`src/rtl/mb_rx_pkg.sv`:
```
// Shared definitions for the mainband RX datapath: word/counter widths and
// the deserializer state encoding.
package mb_rx_pkg;

  localparam int MB_WORD_W = 32;
  localparam int MB_WCNT_W = 16;

  typedef enum logic {
    IDLE  = 1'b0,
    SHIFT = 1'b1
  } mb_rx_state_t;

endpackage

```
`src/rtl/mb_deserializer.sv`:
```
// Mainband RX serial-to-parallel stage. Samples RXDATA/RXVLD on every bit
// clock, assembles MSB-first words and presents each finished word with a
// one-cycle strobe. Valid dropping mid-word discards the partial word and
// raises a one-cycle framing error.
//
// Handshake: o_data_valid is a single-cycle strobe with no backpressure; the
// consumer must capture o_data_out in the cycle o_data_valid is high. The
// word stays on o_data_out until the next strobe (or reset).
module mb_deserializer
  import mb_rx_pkg::*;
#(
  parameter int WIDTH = MB_WORD_W,
  parameter int CNT_W = MB_WCNT_W
) (
  input  logic               i_pll_clk,
  input  logic               i_rst_n,
  input  logic               i_enable,
  input  logic               RXDATA,
  input  logic               RXVLD,
  output logic [WIDTH-1:0]   o_data_out,
  output logic               o_data_valid,
  output logic               o_frame_err,
  output logic [CNT_W-1:0]   o_word_count,
  output mb_rx_state_t       o_state
);

  localparam int BC_W = $clog2(WIDTH);
  localparam logic [BC_W-1:0] LAST_BIT = BC_W'(WIDTH - 1);

  mb_rx_state_t      state;
  mb_rx_state_t      state_nxt;
  logic [BC_W-1:0]   bit_cnt;
  logic [BC_W-1:0]   cnt_nxt;
  logic [WIDTH-1:0]  shreg;
  logic [WIDTH-1:0]  shift_word;
  logic              shift_en;
  logic              word_done;
  logic              ferr_nxt;

  // Shift register contents after taking the current sample.
  assign shift_word = {shreg[WIDTH-2:0], RXDATA};
  assign o_state    = state;

  // FSM state and bit counter register.
  always_ff @(posedge i_pll_clk or negedge i_rst_n) begin
    if (!i_rst_n) begin
      state   <= IDLE;
      bit_cnt <= '0;
    end else begin
      state   <= state_nxt;
      bit_cnt <= cnt_nxt;
    end
  end

  // Next-state, bit counter and datapath control decode.
  always_comb begin
    state_nxt = state;
    cnt_nxt   = bit_cnt;
    shift_en  = 1'b0;
    word_done = 1'b0;
    ferr_nxt  = 1'b0;
    case (state)
      IDLE: begin
        if (i_enable && RXVLD) begin
          shift_en  = 1'b1;
          cnt_nxt   = BC_W'(1);
          state_nxt = SHIFT;
        end
      end
      SHIFT: begin
        if (!i_enable) begin
          // Link FSM pulled enable: drop the partial word silently.
          state_nxt = IDLE;
          cnt_nxt   = '0;
        end else if (RXVLD) begin
          shift_en = 1'b1;
          if (bit_cnt == LAST_BIT) begin
            // Stay in SHIFT so a contiguous next word loses no UI.
            word_done = 1'b1;
            cnt_nxt   = '0;
          end else begin
            cnt_nxt = bit_cnt + 1'b1;
          end
        end else begin
          // Valid gap: clean at a word boundary, a framing error otherwise.
          state_nxt = IDLE;
          cnt_nxt   = '0;
          ferr_nxt  = (bit_cnt != '0);
        end
      end
      default: begin
        state_nxt = IDLE;
        cnt_nxt   = '0;
      end
    endcase
  end

  // Shift register, word output, strobes and saturating word counter.
  always_ff @(posedge i_pll_clk or negedge i_rst_n) begin
    if (!i_rst_n) begin
      shreg        <= '0;
      o_data_out   <= '0;
      o_data_valid <= 1'b0;
      o_frame_err  <= 1'b0;
      o_word_count <= '0;
    end else begin
      if (shift_en) begin
        shreg <= shift_word;
      end
      if (word_done) begin
        o_data_out <= shift_word;
        if (o_word_count != '1) begin
          o_word_count <= o_word_count + 1'b1;
        end
      end
      o_data_valid <= word_done;
      o_frame_err  <= ferr_nxt;
    end
  end

endmodule

```
`config.mk`:
```
export PLATFORM = sky130hd
export DESIGN_NAME = mb_deserializer
export DESIGN_NICKNAME = d
export VERILOG_FILES = /design/src/rtl/mb_rx_pkg.sv /design/src/rtl/mb_deserializer.sv
export SDC_FILE = /design/constraint.sdc
export NUM_CORES = 1
export LEC_CHECK = 0
export BUFFER_PORTS_ARGS = -buffer_cell sky130_fd_sc_hd__buf_2
export CAP_MARGIN = 40
export CORE_ASPECT_RATIO = 2
export CORE_MARGIN = 4
export CORE_UTILIZATION = 32
export DETAILED_ROUTE_END_ITERATION = 8
export PLACE_DENSITY = 0.55
export SYNTH_ARGS = -nofsm -noshare
export SYNTH_HDL_FRONTEND = slang
export SYNTH_SLANG_ARGS = --single-unit
```
`constraint.sdc`:
```
create_clock -name i_pll_clk -period 2.2 [get_ports i_pll_clk]
set_input_delay 0.22 -clock i_pll_clk [delete_from_list [all_inputs] [get_ports i_pll_clk]]
set_output_delay 0.22 -clock i_pll_clk [all_outputs]
set_load 0.005 [all_outputs]
```
==> Flow_metrics.wiki, run 1 <==
{| class="wikitable"
! Metric !! Value
|-
| Buffer cell driving the clock tree root || sky130_fd_sc_hd__clkbuf_16
|-
| Remaining antenna violation count after routing || 0
|-
| Worst-path maximum fanout || 14
|-
| Distinct cells, synth || 32
|-
| Clock Skew || 0.00583 ns
|-
| I/O pins || 56
|-
| Total number of vias || 2371
|-
| Hold Path Cell Cnt || 2
|-
| Total Routing Usage GR || 0.125
|-
| Drt pass-1 iters || 4
|-
| Count of maximum capacitance violations || 0
|-
| Run status || finished clean
|-
| Leakage power || 2.43 nW
|-
| Synthesized netlist cell count || between 300 and 400
|-
| Largest vdd supply drop || 411 uV
|-
| Max Buffers Root-to-Sink || 2
|-
| Net count, final || 378
|-
| Maximum number of pins on one net before global-route repair || between 70 and 80
|-
| Dpl ws || 0.246 ns
|-
| Depth of the worst register-to-register path || 7
|-
| Endpoint of the worst hold path || o_frame_err$_DFF_PN0_
|-
| Overflow after GRT || 0
|-
| Global-route wire length before repair || 12000 um
|-
| Weighted congestion at the end of routability-driven global placement || 0.767
|-
| Net count after synthesis || 314
|-
| Final critical-path share of the clock period || 0.880
|-
| Port-buffer cells || 55
|-
| Most numerous cell on the critical path || sky130_fd_sc_hd__ha_1
|-
| Number of pins exceeding their max-slew limit in the final report || 0
|-
| Number of buffers created by CTS || 9
|-
| Full die area || 12800 um^2
|-
| Fin. Hold Viols || 0
|-
| Antenna violations before repair || 0
|-
| Number of enable-type register cells in the synthesized netlist || 0
|-
| Placed instance count || 494
|-
| Worst min-delay path startpoint || RXVLD
|-
| Asr flop ratio synth || 1.00
|-
| Count of synthesis-stage warnings from yosys || 0
|-
| Crit path cell chain || ha_1 -> and3_1 -> ha_1 -> nand2_2 -> buf_4 -> nor4_1 -> xor2_1
|-
| Clock sink count || 87
|-
| Height of the die || 156 um
|-
| Number of buffers added for setup after CTS || 0
|-
| FF-to-FF End || o_word_count[7]$_DFFE_PN0P_
|-
| TritonCTS clock tree || done
|-
| Clock slew at reported path FFs || ~0.060 ns
|-
| Initial Utilization || 0.330
|-
| Number of global-route vias before repair || between 2000 and 2500
|-
| Post-Synthesis Cell Area || ~3500 um^2
|-
| Max-slew headroom || 0.724
|-
| Critical path launch point || bit_cnt[1]$_DFFE_PN0P_
|-
| Floorplan die width || 82.0 um
|-
| Routed wirelength normalized by instance count || between 10 and 15 um
|-
| Crit path capture type || flop
|-
| Crit-path leading delay family || simple AND/OR/NAND/NOR gates
|-
| Setup TNS || 0 ns
|-
| Std-Cell Core Area || around 11000 um^2
|-
| Fraction of the yosys area taken by sequential cells || 0.622
|-
| Biggest cell delay along the critical path || 0.39 ns
|-
| Fraction of final layout cells with drive strength greater than 1 || 0.311
|-
| Classification of the worst setup path || reg -> reg
|-
| Final critical delay including setup and external delays || 1.94 ns
|-
| Required time worst endpoint || 2.46 ns
|-
| Worst-margin pin slew || 0.414 ns
|-
| Total length of routed wires || a little over 7000 um
|-
| Detail Placement HPWL || 5010 um
|-
| Post-route setup slack || between 0.2 and 0.3 ns
|-
| Setup slack, reg-to-reg || approximately 0.26 ns
|-
| Worst path bufs/invs || 1
|-
| Maximum clock rate || 517 MHz
|-
| Number of DRC markers in iteration 0 || 113
|-
| Top_reg_cell synth || sky130_fd_sc_hd__dfrtp_1
|-
| Final setup vio count || 0
|-
| Average size of a mapped cell || ~11 um^2
|-
| Diode insertion count for antenna repair || 0
|-
| Number of H-tree branching levels || 3
|-
| Number of flip-flops and latches in the synthesized netlist || between 80 and 90
|-
| Number of gates resized after CTS || 0
|-
| Total number of placement rows || between 50 and 60
|-
| Hold_buf cts || 1
|-
| Power density over the cells || 776 nW/um^2
|-
| CP Data Arrival Time || 2.19 ns
|-
| Nature of the critical path startpoint || flop
|-
| Number of remaining DRC errors || 0
|-
| Post-Layout Cell Count || 510
|-
| Area growth, synth to finish || 22.0%
|-
| Highest-delay cell along the critical path || sky130_fd_sc_hd__dfrtp_1
|-
| Clock latency of the later-clocked register in the worst-skew pair || between 0.3 and 0.4 ns
|-
| HP Class || in -> reg
|-
| Launching point of the worst reg2reg path || bit_cnt[1]$_DFFE_PN0P_
|-
| RSZ-0062 raised after global routing || false
|-
| Post-detailed-route via-to-cell ratio || 4.65
|}
worst register-to-register path, stage by stage (launching register included):
cell and delay, ns:
sky130_fd_sc_hd__dfrtp_1 0.39, sky130_fd_sc_hd__ha_1 0.20, sky130_fd_sc_hd__and3_1 0.17, sky130_fd_sc_hd__ha_1 0.20, sky130_fd_sc_hd__nand2_2 0.13, sky130_fd_sc_hd__buf_4 0.22, sky130_fd_sc_hd__nor4_1 0.38, sky130_fd_sc_hd__xor2_1 0.17
state kept, by name (all words and copies together), names as in the netlist:
name          cells
bit_cnt           5
o_data_out       32
o_data_valid      1
o_frame_err       1
o_state           1
o_word_count     16
shreg            31
final cells by class:
class	count	area, um^2
clock buffers	10	229
clock inverters	5	50.0
fillers	1054	6340
inverters	4	15.0
multi-input cells	202	1250
flip-flops and latches	87	2180
well taps	137	171
repair buffers	65	380
cells in the final DEF (no fill, tap or decap), types with 3 or more instances in the layout:
master	Yosys	routed
sky130_fd_sc_hd__nand2_1	101	101
sky130_fd_sc_hd__buf_2	4	54
sky130_fd_sc_hd__nor3_1	6	6
sky130_fd_sc_hd__xor2_1	15	15
sky130_fd_sc_hd__dfrtp_1	87	87
sky130_fd_sc_hd__clkinv_2	0	4
sky130_fd_sc_hd__clkbuf_16	0	9
sky130_fd_sc_hd__mux2_2	33	33
sky130_fd_sc_hd__nand3_1	4	4
sky130_fd_sc_hd__nand4_1	6	6
sky130_fd_sc_hd__nor2_1	4	4
sky130_fd_sc_hd__inv_1	4	4
sky130_fd_sc_hd__o21ai_0	3	3
sky130_fd_sc_hd__and3_1	4	4
sky130_fd_sc_hd__nor4_1	6	6
sky130_fd_sc_hd__buf_4	1	8
sky130_fd_sc_hd__ha_1	4	4
layer usage:
metal / part of all wire / up-vias / GRT usage / routed length [um]
met5: 0 / - / 0 / 0
met4: 0.029 / 0 / 0.0713 / 207
met3: 0.037 / 13 / 0.0260 / 272
met2: 0.52 / 53 / 0.200 / 3780
met1: 0.41 / 1161 / 0.155 / 3000
li1: - / 1144 / - / -
kinds of logic after synthesis:
family / synth area share
AND/OR/NAND/NOR: 0.183
flip-flops: 0.622
multiplexers: 0.106
buffers and inverters: 0.0218
XOR/XNOR: 0.0375
AO/OA/AOI/OAI: 0.0150
adder cells (fa/ha/maj): 0.0143
power by group:
group | switching [mW] | leakage, nW | internal [mW]
Combinational | 0.0916 | 1.09 | 0.0464
Sequential | 0.0552 | 1.20 | 1.67
Clock | 0.591 | 0.142 | 0.865
how the worst max path moves through the flow:
stage,end,slack (ns),depth (start not counted)
2_1_floorplan,o_data_out[15]$_DFFE_PN0P_,0.36,7
3_3_place_gp,o_word_count[7]$_DFFE_PN0P_,0.33,7
3_5_place_dp,o_word_count[7]$_DFFE_PN0P_,0.25,7
4_1_cts,o_word_count[7]$_DFFE_PN0P_,0.22,7
5_1_grt,o_word_count[15]$_DFFE_PN0P_,0.03,7
6_report,o_word_count[7]$_DFFE_PN0P_,0.26,7
metrics by stage:
step | instance area, um^2 | total power, mW | hold WS (ns) | util
floorplan | 3500 | 1.81 | -0.0756 | -
detailed placement | 3980 | 1.89 | 0.0799 | 0.375
global placement | 3980 | 1.89 | 0.0724 | 0.375
finish | 4270 | 3.32 | 0.0919 | 0.402
CTS | 4270 | 3.38 | 0.0725 | 0.402
global route | 4270 | 3.46 | 0.107 | 0.402
Yosys cell counts, drive strengths merged (2+ instances only):
master | count | area, um^2
a22o | 2 | 17.5
and3 | 5 | 32.5
buf | 8 | 46.3
clkbuf | 4 | 15.0
dfrtp | 87 | 2180
ha | 4 | 50.1
inv | 4 | 15.0
mux2 | 33 | 372
nand2 | 102 | 385
nand3 | 4 | 20.0
nand4 | 6 | 37.5
nor2 | 4 | 15.0
nor3 | 6 | 30.0
nor4 | 8 | 62.6
nor4b | 2 | 23.8
o21ai | 3 | 15.0
xor2 | 15 | 131
Note: power is estimated with default switching activity, not from simulation.
==> run 2: changes to the inputs <==
--- a/config.mk
+++ b/config.mk
@@ -7,10 +7,10 @@
 export LEC_CHECK = 0
 export BUFFER_PORTS_ARGS = -buffer_cell sky130_fd_sc_hd__buf_2
 export CAP_MARGIN = 40
-export CORE_ASPECT_RATIO = 2
 export CORE_MARGIN = 4
 export CORE_UTILIZATION = 32
 export DETAILED_ROUTE_END_ITERATION = 8
+export GPL_ROUTABILITY_DRIVEN = 0
 export PLACE_DENSITY = 0.55
 export SYNTH_ARGS = -nofsm -noshare
 export SYNTH_HDL_FRONTEND = slang
==> Flow_metrics.wiki, run 2 (synthesized netlist as in run 1, its figures left out) <==
{| class="wikitable"
! Metric !! Value
|-
| Run status || finished clean
|-
| Drt pass-1 iters || 6
|-
| Classification of the worst setup path || reg -> reg
|-
| Detail Placement HPWL || 4680 um
|-
| Full die area || 12700 um^2
|-
| Number of buffers added for setup after CTS || 0
|-
| Leakage power || roughly 2.4 nW
|-
| Net switching share of the total power || 0.239
|-
| Post-detailed-route via-to-cell ratio || roughly 4.6
|-
| Final instance area || 4160 um^2
|-
| Required time worst endpoint || 2.43 ns
|-
| CP Data Arrival Time || 2.23 ns
|-
| Area growth, synth to finish || 18.8%
|-
| Share of power burned in registers || 0.599
|-
| Power density over the cells || 689 nW/um^2
|-
| Count of maximum capacitance violations || 0
|-
| Net switching power || 0.684 mW
|-
| TritonCTS clock tree || done
|-
| RSZ-0062 raised after global routing || false
|-
| Total Routing Usage GR || 0.117
|-
| Top reg by flops || o_data_out
|-
| Most common cell after layout, fill and taps aside || sky130_fd_sc_hd__nand2_1
|-
| Final critical delay including setup and external delays || 2.00 ns
|-
| Initial Utilization || 0.333
|-
| Std-Cell Core Area || roughly 11000 um^2
|-
| Clock slew at reported path FFs || 0.08 ns
|-
| I/O pins || 56
|-
| HP Class || in -> reg
|-
| Most numerous cell on the critical path || sky130_fd_sc_hd__ha_1
|-
| Global-route wire length before repair || 12000 um
|-
| Fin. Hold Viols || 0
|-
| Worst-path maximum fanout || 25
|-
| Number of flip-flops in the largest register || 32
|-
| Height of the die || roughly 110 um
|-
| Top library cells by usage in the layout, fill and taps aside || sky130_fd_sc_hd__nand2_1, sky130_fd_sc_hd__dfrtp_1, sky130_fd_sc_hd__buf_2
|-
| Antenna violations before repair || 0
|-
| Buffer cell driving the clock tree root || sky130_fd_sc_hd__clkbuf_8
|-
| Final critical-path share of the clock period || 0.909
|-
| Overflow after GRT || 0
|-
| Number of H-tree branching levels || 3
|-
| Max Buffers Root-to-Sink || 2
|-
| Portion of total power attributed to combinational logic || 0.049
|-
| Fraction of final layout cells with drive strength greater than 1 || 0.308
|-
| Remaining antenna violation count after routing || 0
|-
| Number of pins exceeding their max-slew limit in the final report || 0
|-
| Routed wirelength normalized by instance count || 13.6 um
|-
| Total number of placement rows || 37
|-
| Post-route setup slack || 0.200 ns
|-
| Total length of routed wires || slightly below 7000 um
|-
| Max-slew headroom || 0.648
|-
| Diode insertion count for antenna repair || 0
|-
| Number of remaining DRC errors || 0
|-
| Number of global-route vias before repair || 2335
|-
| Crit path cell chain || ha_1 -> and3_1 -> ha_1 -> nand2_2 -> buf_12 -> mux2_2
|-
| Internal power of the cells || approximately 2.2 mW
|-
| Maximum clock rate || 500 MHz
|-
| Clock latency of the later-clocked register in the worst-skew pair || roughly 0.35 ns
|-
| Clock sink count || 87
|-
| Maximum number of pins on one net before global-route repair || 48
|-
| Setup TNS || 0 ns
|-
| Final setup vio count || 0
|-
| Net count, final || approximately 380
|-
| Floorplan die width || 113 um
|-
| Largest vdd supply drop || 459 uV
|-
| Clk pwr share || 0.353
|-
| Worst-margin pin slew || roughly 0.53 ns
|-
| Highest-delay cell along the critical path || sky130_fd_sc_hd__dfrtp_1
|-
| Number of buffers created by CTS || 9
|-
| Biggest cell delay along the critical path || 0.41 ns
|-
| Total number of vias || 2334
|-
| Port-buffer cells || 55
|-
| Biggest regs || o_data_out (32), shreg (31), o_word_count (16)
|-
| Nature of the critical path startpoint || flop
|-
| Crit path capture type || flop
|-
| Clock Skew || 0.00801 ns
|-
| Dpl ws || 0.220 ns
|-
| Worst-case hold slack || 0.0769 ns
|-
| Dpl cell area || 3970 um^2
|-
| End-of-flow core utilization || 0.396
|-
| Number of DRC markers in iteration 0 || 96
|}
[run 2: cell count changes in the layout (fill, tap and decap cells not counted), sizes merged]
cell      change
clkbuf        +3
clkinvlp      +1
clkinv        -2
bufinv        -1
buf           -1
[run 2: repair_timing]
item / in CTS / in global routing
hold buffers: 1 / 0
hold endpoints to repair: 40 / 0
resized for setup: 0 / 0
[run 2: power by group through the flow]
stage          Clock, mW  Combinational, mW  Sequential (mW)
5_1_grt             1.13              0.168             1.73
4_1_cts             1.06              0.147             1.72
3_5_place_dp           0              0.144             1.75
2_1_floorplan          0             0.0787             1.73
6_report            1.01              0.140             1.71
3_3_place_gp           0              0.139             1.75
[run 2: layer usage]
metal | part of all wire | wire, um | vias up | GRT usage
met5 | 0 | 0 | - | 0
met4 | 0.011 | 74 | 0 | 0.0288
met3 | 0.061 | 425 | 7 | 0.0458
met2 | 0.44 | 3080 | 60 | 0.178
met1 | 0.48 | 3340 | 1127 | 0.157
li1 | - | - | 1140 | -
[run 2: area by class of cell]
type | instances | area (um^2)
Clock buffer | 13 | 159
Clock inverter | 3 | 17.5
Fill cell | 1035 | 6350
Inverter | 4 | 15.0
Multi-Input combinational cell | 202 | 1250
Sequential cell | 87 | 2180
Tap cell | 136 | 170
Timing Repair Buffer | 64 | 373
[run 2: worst paths after layout]
check                                  startpoint                      endpoint  slack, ns  cells past startpoint
setup / recovery           bit_cnt[0]$_DFFE_PN0P_     o_data_out[9]$_DFFE_PN0P_       0.20                      6
hold reg to reg             shreg[30]$_DFFE_PN0P_         shreg[30]$_DFFE_PN0P_       0.48                      2
max in group asynchronous                 i_rst_n    o_data_out[10]$_DFFE_PN0P_       1.19                      3
setup reg to reg           bit_cnt[0]$_DFFE_PN0P_     o_data_out[9]$_DFFE_PN0P_       0.20                      6
hold / removal                              RXVLD         o_frame_err$_DFF_PN0_       0.08                      2
min in group asynchronous                 i_rst_n  o_word_count[14]$_DFFE_PN0P_       0.39                      2
[run 2: through the flow]
stage | cells | total power [mW]
floorplan | 305 | 1.81
global placement | 492 | 1.89
detailed placement | 492 | 1.89
CTS | 509 | 2.92
global route | 509 | 3.03
finish | 509 | 2.86
[run 2: worst max-delay path: cells and delay by family (launching register included)]
| family | cells | cell delay [ns] |
|---|---|---|
| buf+inv | 1 | 0.22 |
| simple gates | 2 | 0.44 |
| mux | 1 | 0.35 |
| flops | 1 | 0.41 |
| fa+ha+maj | 2 | 0.45 |
